File: src/rtl/serial_add_sub.sv
// -----------------------------------------------------------------------------
// serial_add_sub
//
// Bit-serial adder/subtractor. A single full-adder slice and a carry flip-flop
// walk the two operands LSB first, one bit per clock, so a WIDTH-bit operation
// takes WIDTH cycles after it is accepted. Subtraction reuses the same slice by
// inverting B and seeding the carry with 1 (two's complement).
//
// Ports:
//   clk       clock; all state updates on the rising edge
//   rst       synchronous active-high reset, priority over everything else
//   start     request an operation; only honoured while idle
//   mode      0 = a + b, 1 = a - b; captured together with start
//   a, b      WIDTH-bit operands; captured together with start
//   busy      high while an operation is in progress
//   done      one-cycle pulse when result/c_out/overflow become valid
//   result    sum or difference modulo 2^WIDTH (meaningful while busy = 0)
//   c_out     carry out of the MSB; for subtract 1 means no borrow (a >= b)
//   overflow  signed overflow (carry into MSB xor carry out of MSB)
// -----------------------------------------------------------------------------
module serial_add_sub #(
  parameter int WIDTH = 8
) (
  input  logic             clk,
  input  logic             rst,
  input  logic             start,
  input  logic             mode,
  input  logic [WIDTH-1:0] a,
  input  logic [WIDTH-1:0] b,
  output logic             busy,
  output logic             done,
  output logic [WIDTH-1:0] result,
  output logic             c_out,
  output logic             overflow
);

  localparam int CW = $clog2(WIDTH);

  typedef enum logic {
    IDLE = 1'b0,
    RUN  = 1'b1
  } state_t;

  state_t          state;
  state_t          state_next;

  logic [WIDTH-1:0] sa;
  logic [WIDTH-1:0] sb;
  logic             carry;
  logic [CW-1:0]    count;

  logic             sum_bit;
  logic             carry_next;
  logic             last_step;

  // The single full-adder slice working on the current LSBs of the operand
  // shift registers. last_step marks the MSB position, where carry and
  // carry_next are exactly the carry into and out of the MSB.
  always_comb begin
    sum_bit    = sa[0] ^ sb[0] ^ carry;
    carry_next = (sa[0] & sb[0]) | (sa[0] & carry) | (sb[0] & carry);
    last_step  = (count == CW'(WIDTH - 1));
  end

  // Next-state logic: a start is only looked at in IDLE, so a start that
  // arrives while running is simply dropped.
  always_comb begin
    state_next = state;
    case (state)
      IDLE:    if (start)     state_next = RUN;
      RUN:     if (last_step) state_next = IDLE;
      default:                state_next = IDLE;
    endcase
  end

  // State register.
  always_ff @(posedge clk) begin
    if (rst) begin
      state <= IDLE;
    end else begin
      state <= state_next;
    end
  end

  assign busy = (state == RUN);

  // Datapath. On acceptance the operands are captured (B pre-inverted for
  // subtract, carry seeded with mode). Each RUN cycle retires one bit into
  // the top of the result register, so after WIDTH steps the LSB has drifted
  // down to bit 0. c_out and overflow are only written on the MSB step so
  // they keep the previous operation's values while a new one is running.
  always_ff @(posedge clk) begin
    if (rst) begin
      sa       <= '0;
      sb       <= '0;
      carry    <= 1'b0;
      count    <= '0;
      result   <= '0;
      c_out    <= 1'b0;
      overflow <= 1'b0;
      done     <= 1'b0;
    end else begin
      done <= 1'b0;
      case (state)
        IDLE: begin
          if (start) begin
            sa    <= a;
            sb    <= mode ? ~b : b;
            carry <= mode;
            count <= '0;
          end
        end
        RUN: begin
          sa     <= sa >> 1;
          sb     <= sb >> 1;
          carry  <= carry_next;
          result <= {sum_bit, result[WIDTH-1:1]};
          if (last_step) begin
            count    <= '0;
            c_out    <= carry_next;
            overflow <= carry ^ carry_next;
            done     <= 1'b1;
          end else begin
            count <= count + CW'(1);
          end
        end
        default: begin
          count <= '0;
        end
      endcase
    end
  end

endmodule

File: config.mk
export PLATFORM = sky130hd
export DESIGN_NAME = serial_add_sub
export DESIGN_NICKNAME = d
export VERILOG_FILES = /design/src/rtl/serial_add_sub.sv
export SDC_FILE = /design/constraint.sdc
export NUM_CORES = 1
export LEC_CHECK = 0
export ABC_AREA = 1
export CORE_AREA = 2 2 79 62
export CTS_BUF_LIST = sky130_fd_sc_hd__clkbuf_8
export CTS_CLUSTER_SIZE = 40
export DETAILED_ROUTE_END_ITERATION = 6
export DIE_AREA = 0 0 81 64
export PLACE_DENSITY_LB_ADDON = 0.08
export SETUP_SLACK_MARGIN = 0.1
export SLEW_MARGIN = 0
export SYNTH_ARGS = -nofsm -noshare
export SYNTH_HDL_FRONTEND = slang
export SYNTH_SLANG_ARGS = --single-unit
File: constraint.sdc
create_clock -name clk -period 1.5 [get_ports clk]
set_input_delay 0.3 -clock clk [delete_from_list [all_inputs] [get_ports clk]]
set_output_delay 0.3 -clock clk [all_outputs]
set_load 0.005 [all_outputs]
==> results.md, run 1 <==
- Worst EP arrival: 1380 ps
- Initial antenna violation count: 0
- WL/cell: 10.3 um
- Total Routing Usage GR: 14.0%
- Worst path depth: 5
- Largest net degree at the start of global routing: 22
- Mapped Cells: 216
- Post-synth top area cell: dfxtp_1
- Fraction of layout cells with a size suffix above 1: 12.5%
- Status: completed
- Setup slack, reg-to-reg: 300 ps
- Pwr dens: 967 mW/mm2
- Max-Cap Viols: 0
- Number of global-route vias before repair: 1,223
- Area occupied by multi-input gates: 668 um2
- Vias per cell: 4.45
- Nets: 278
- CTS Root Cell: clkbuf_8
- Slew @ Worst Pin: 300 ps
- Sink Count: 32
- Post-synthesis cell type count: 21
- WS Path Type: flip-flop to flip-flop
- Min Tclk post-route: 1200 ps
- Filler Cell Count: 482
- Die Y: 64 um
- Synthesis warning total: 0
- CP peak stage delay: 330 ps
- Grt total ovfl: 0
- Crit. End Element: flip-flop
- Num CTS Buffers: 5
- Cells after DPL: 303
- Finish-stage setup viols: 0
- Initial DRT Pass Iterations: 4
- Synth area leaders: dfxtp_1 (43%), nand2_1 (17%), a21oi_1 (6.1%)
- Final total power: 1.90 mW
- Antenna diode count: 0
- Hold Buf Count CTS: 0
- CP cell instances: buf_4, nor2_2, buf_4, a21oi_1, a21oi_1
- Synth-to-layout area growth: 32.2%
- RSZ-0062 raised after global routing: false
- Most frequent cells in the layout: nand2_1 (67), dfxtp_1 (24), nor2_1 (22), clkdlybuf4s50_1 (19)
- Pleak: 0.997 nW
- Ports: 32
- Setup TNS: 0 ps
- Core outline area: 0.00436 mm2
- Mean Syn Cell Area: 6.88 um2
- Final weighted congestion in routability-driven placement: 0.697
- First-pass GRT wire length: 5.51 mm
- Final hold violation count: 0
- Slowest CP cell: dfxtp_2
- Placement Rows: 21
- CTS H-tree lvls: 2
- Max-slew headroom: 80.0%
- Top-area cell type share of the netlist area: 43.1%
- Min-Delay Path Class: flip-flop to flip-flop
- Final wirelength: 3.22 mm
- Detail Route Antenna Nets: 0
- Die area: 0.00518 mm2
- Register area: 651 um2
- Skew final: 9.21 ps
- Clk buf depth: 2
- Finished Layout Cells: 312
- CP max FO: 21
- Hpwl dp: 2.32 mm
- Final worst path period share: 80.2%
- Vias: 1,389
- Clock latency on the worst-skew pair: 290 ps
- Worst hold path depth: 2
- Initial Util: 34.1%
- Fmax: 831 MHz
- Total standard cell area after synthesis: 0.00149 mm2
- Initial DRC count: 35
- Worst EP required: 1670 ps
- Reg clk slew, reported paths: 60 ps
- Bufs and invs on worst path: 2
- Register area share after synthesis: 43.1%
- TritonCTS clock tree: built
- Critical Path Source Type: flip-flop
- Die width: 81 um
- Peak VDD IR: 0.000484 V
- IO Port Bufs: 31
- Max-slew violation count: 0
- Residual DRC: 0
- Syn_nets: 240
- Top delay family on crit path: buffers and inverters
- Commonest non-fill, non-tap cell in the layout: nand2_1
- Depth of the most critical reg-to-reg path: 5
- Synthesized flop and latch total: 32
state kept, by name, indices dropped and copies added, names as in the netlist:
signal and flops:
busy 1, c_out 1, carry 1, count 3, done 1, overflow 1, result 8, sa 8
sb 8
worst paths after layout:
path | endpoint | start
worst max-delay path | sb[3] | busy
worst min-delay path | sa[7] | sa[7]
worst max register to register | sb[3] | busy
worst min register to register | sa[7] | sa[7]
synth_stat cells (all sizes together):
cell / count
a22oi: 2
fa: 1
clkinv: 7
nand2: 67
nor3: 1
ha: 3
xnor2: 1
buf: 9
nor2: 24
a21oi: 18
nand3: 18
clkbuf: 1
o21ai: 10
inv: 22
dfxtp: 32
worst reg2reg max path, cell delays in order, from the launching register on:
cell,delay (ps)
dfxtp_2,330
buf_4,260
nor2_2,100
buf_4,170
a21oi_1,150
a21oi_1,80
layout make-up:
cell class                 instances  area share, %
multi-input combinational        145           34.0
sequential                        32           33.1
timing repair buffer              41           19.0
inverter                          29           5.54
clock buffer                       6           4.20
tap                               57           3.63
clock inverter                     2          0.509
kinds of logic (layout without fill, tap and decap cells):
logic type / Yosys count / count (layout) / synth area share (%)
fa+ha+maj: 4 / 4 / 3.87
simple gates: 110 / 110 / 30.1
compound gates: 30 / 30 / 10.4
xor+xnor: 1 / 1 / 0.589
flops: 32 / 32 / 43.1
buf+inv: 39 / 78 / 12.0
metal layers:
| metal | share of wire (%) | global-route usage, % |
|---|---|---|
| met5 | 0 | 0 |
| met1 | 51 | 19.6 |
| met2 | 43 | 19.6 |
| met3 | 3.9 | 3.95 |
| met4 | 1.7 | 6.99 |
per-stage QoR:
step	setup slack, ps	hold slack [ps]	utilization, %	area [um2]
floorplan	389	369	-	1490
global placement	71.4	463	42.8	1870
detailed placement	62.8	457	42.8	1870
CTS	61.2	469	45.0	1960
global route	199	478	45.1	1970
finish	297	470	45.1	1970
power by group:
part           internal [mW]  switching, mW  total (mW)  leakage, nW
Combinational          0.140          0.146       0.286        0.680
Sequential             0.902         0.0282       0.930        0.265
Clock                  0.366          0.320       0.685       0.0510
Total                   1.41          0.493        1.90        0.997
what timing repair did:
| item | CTS | global route |
|---|---|---|
| buffers inserted | 1 | 0 |
| pin swaps | 0 | 0 |
| setup endpoints to repair | 12 | 1 |
| cloned | 0 | 0 |
| hold endpoints to repair | 0 | 0 |
| resized for setup | 19 | 1 |
No activity file was read; power rests on OpenSTA's default activity.
==> run 2, diff against run 1 <==
- clock period: 1.5 -> 1.25 ns (I/O delays scaled with it)
==> run 2 against run 1 <==
  * Combinational power increased by 27%
  * Via count decreased by 0.29%
  * Hold slack got worse by 10 ps
  * Utilization up 1.9 points
  * Setup slack worse by 160 ps
  * Cell area increased by 4.1%
  * Die area is the same
  * Sequential power is 20% higher
  * Total power is 20% higher
  * First-iteration DRC count grew 74%
  * Clock-buffer cell count stayed put
  * Global-route usage increased by 0.21 points
  * Largest cell class unchanged
==> results.md, run 2 (synthesized netlist as in run 1, its figures left out) <==
- Status: completed
- Residual DRC: 0
- Commonest non-fill, non-tap cell in the layout: nand2_1
- Placement Rows: 21
- Most frequent cells in the layout: nand2_1 (66), nor2_1 (22), inv_1 (20), dfxtp_1 (20)
- Min-Delay Path Class: input port to flip-flop
- Fmax: 899 MHz
- Max-Cap Viols: 0
- Largest net degree at the start of global routing: 18
- Combinational power share: 15.9%
- Grt total ovfl: 0
- Critical Path Source Type: flip-flop
- Worst EP required: 1000 ps
- CP peak stage delay: 330 ps
- Clock power share: 34.9%
- WL/cell: 10.6 um
- Worst EP arrival: 860 ps
- Worst Setup Slack, final: 138 ps
- IO Port Bufs: 31
- Total Routing Usage GR: 14.3%
- Min Tclk post-route: 1110 ps
- Final weighted congestion in routability-driven placement: 0.737
- Final worst path period share: 89.0%
- Bufs and invs on worst path: 1
- WS Path Type: flip-flop to primary output
- Antenna diode count: 0
- Num CTS Buffers: 5
- CTS H-tree lvls: 2
- Slowest CP cell: dfxtp_2
- Detail Route Antenna Nets: 0
- Peak VDD IR: 0.000570 V
- RSZ-0062 raised after global routing: true
- Finish-stage setup viols: 0
- Fraction of layout cells with a size suffix above 1: 16.6%
- Share of the core filled with cells: 46.9%
- Reg clk slew, reported paths: 70 ps
- Psw: 0.586 mW
- Max-slew headroom: 84.3%
- Postcts setup bufs: 0
- Final wirelength: 3.36 mm
- Nets: 282
- Number of global-route vias before repair: 1,189
- Top Registers: result: 8 flops, sa: 8 flops, sb: 8 flops
- Die width: 81 um
- Final total power: 2.28 mW
- Vias: 1,385
- Clk buf depth: 2
- Vias per cell: 4.38
- Sink Count: 32
- Ports: 32
- Slew @ Worst Pin: 234 ps
- Final hold violation count: 0
- Internal power: 1.70 mW
- Initial DRT Pass Iterations: 4
- Hold Buf Count CTS: 0
- TritonCTS clock tree: built
- Sequential share of power: 49.2%
- Hpwl dp: 2.35 mm
- Initial Util: 34.1%
- Net Sw Frac: 25.7%
- Setup TNS: 0 ps
- Pwr dens: 1120 mW/mm2
- Max-slew violation count: 0
- Clock latency on the worst-skew pair: 280 ps
- Top delay family on crit path: flip-flops
- CTS Root Cell: clkbuf_8
- Placement Setup Slack: -187 ps
- Initial DRC count: 61
- Synth-to-layout area growth: 37.7%
- Pleak: 1.01 nW
- Die area: 0.00518 mm2
- Core outline area: 0.00436 mm2
- CP cell instances: dlygate4sd2_1
- Die Y: 64 um
- Skew final: 4.96 ps
- First-pass GRT wire length: 5.55 mm
- Initial antenna violation count: 0
- Crit. End Element: primary output
- CP max FO: 3
[run 2: area by class of cell]
type / count / area, um2
repair buffers: 44 / 412
clock inverters: 2 / 7.51
multi-input cells: 146 / 704
fillers: 482 / 2310
inverters: 29 / 111
clock buffers: 6 / 82.6
flip-flops and latches: 32 / 658
well taps: 57 / 71.3
[run 2: worst paths after layout]
check | start | endpoint | slack, ps | cells past startpoint
worst max-delay path | result[7] | result[7] | 140 | 1
worst max register to register | sb[0] | overflow | 140 | 3
worst min-delay path | start | carry | 460 | 5
worst min register to register | sb[7] | sb[7] | 460 | 2
[run 2: routing by layer]
metal  global-route usage, %  vias up  share of wire [%]
met4                    5.08        0                1.0
met5                       0        -                  0
met3                    5.65        5                4.4
met2                    19.7       21                 42
met1                    19.9      606                 52
li1                        -      753                  -
[run 2: metrics by stage]
stage               instance area [um2]  hold slack (ps)  cells
floorplan                          1490              319    216
global placement                   1900              458    307
detailed placement                 1900              456    307
CTS                                1990              466    315
global route                       2050              497    316
finish                             2050              460    316
[run 2: power by group through the flow]
| stage | Clock, mW | Combinational (mW) | Sequential [mW] |
|---|---|---|---|
| 4_1_cts | 0.822 | 0.354 | 1.12 |
| 6_report | 0.798 | 0.363 | 1.12 |
| 3_5_place_dp | 0 | 0.364 | 1.14 |
| 3_3_place_gp | 0 | 0.364 | 1.14 |
| 2_1_floorplan | 0 | 0.198 | 1.14 |
| 5_1_grt | 0.886 | 0.410 | 1.13 |
[run 2: timing repair]
item	4_1_cts	5_1_grt
gates cloned	0	1
pin swaps	0	5
resized for setup	22	19
setup endpoints to repair	18	24
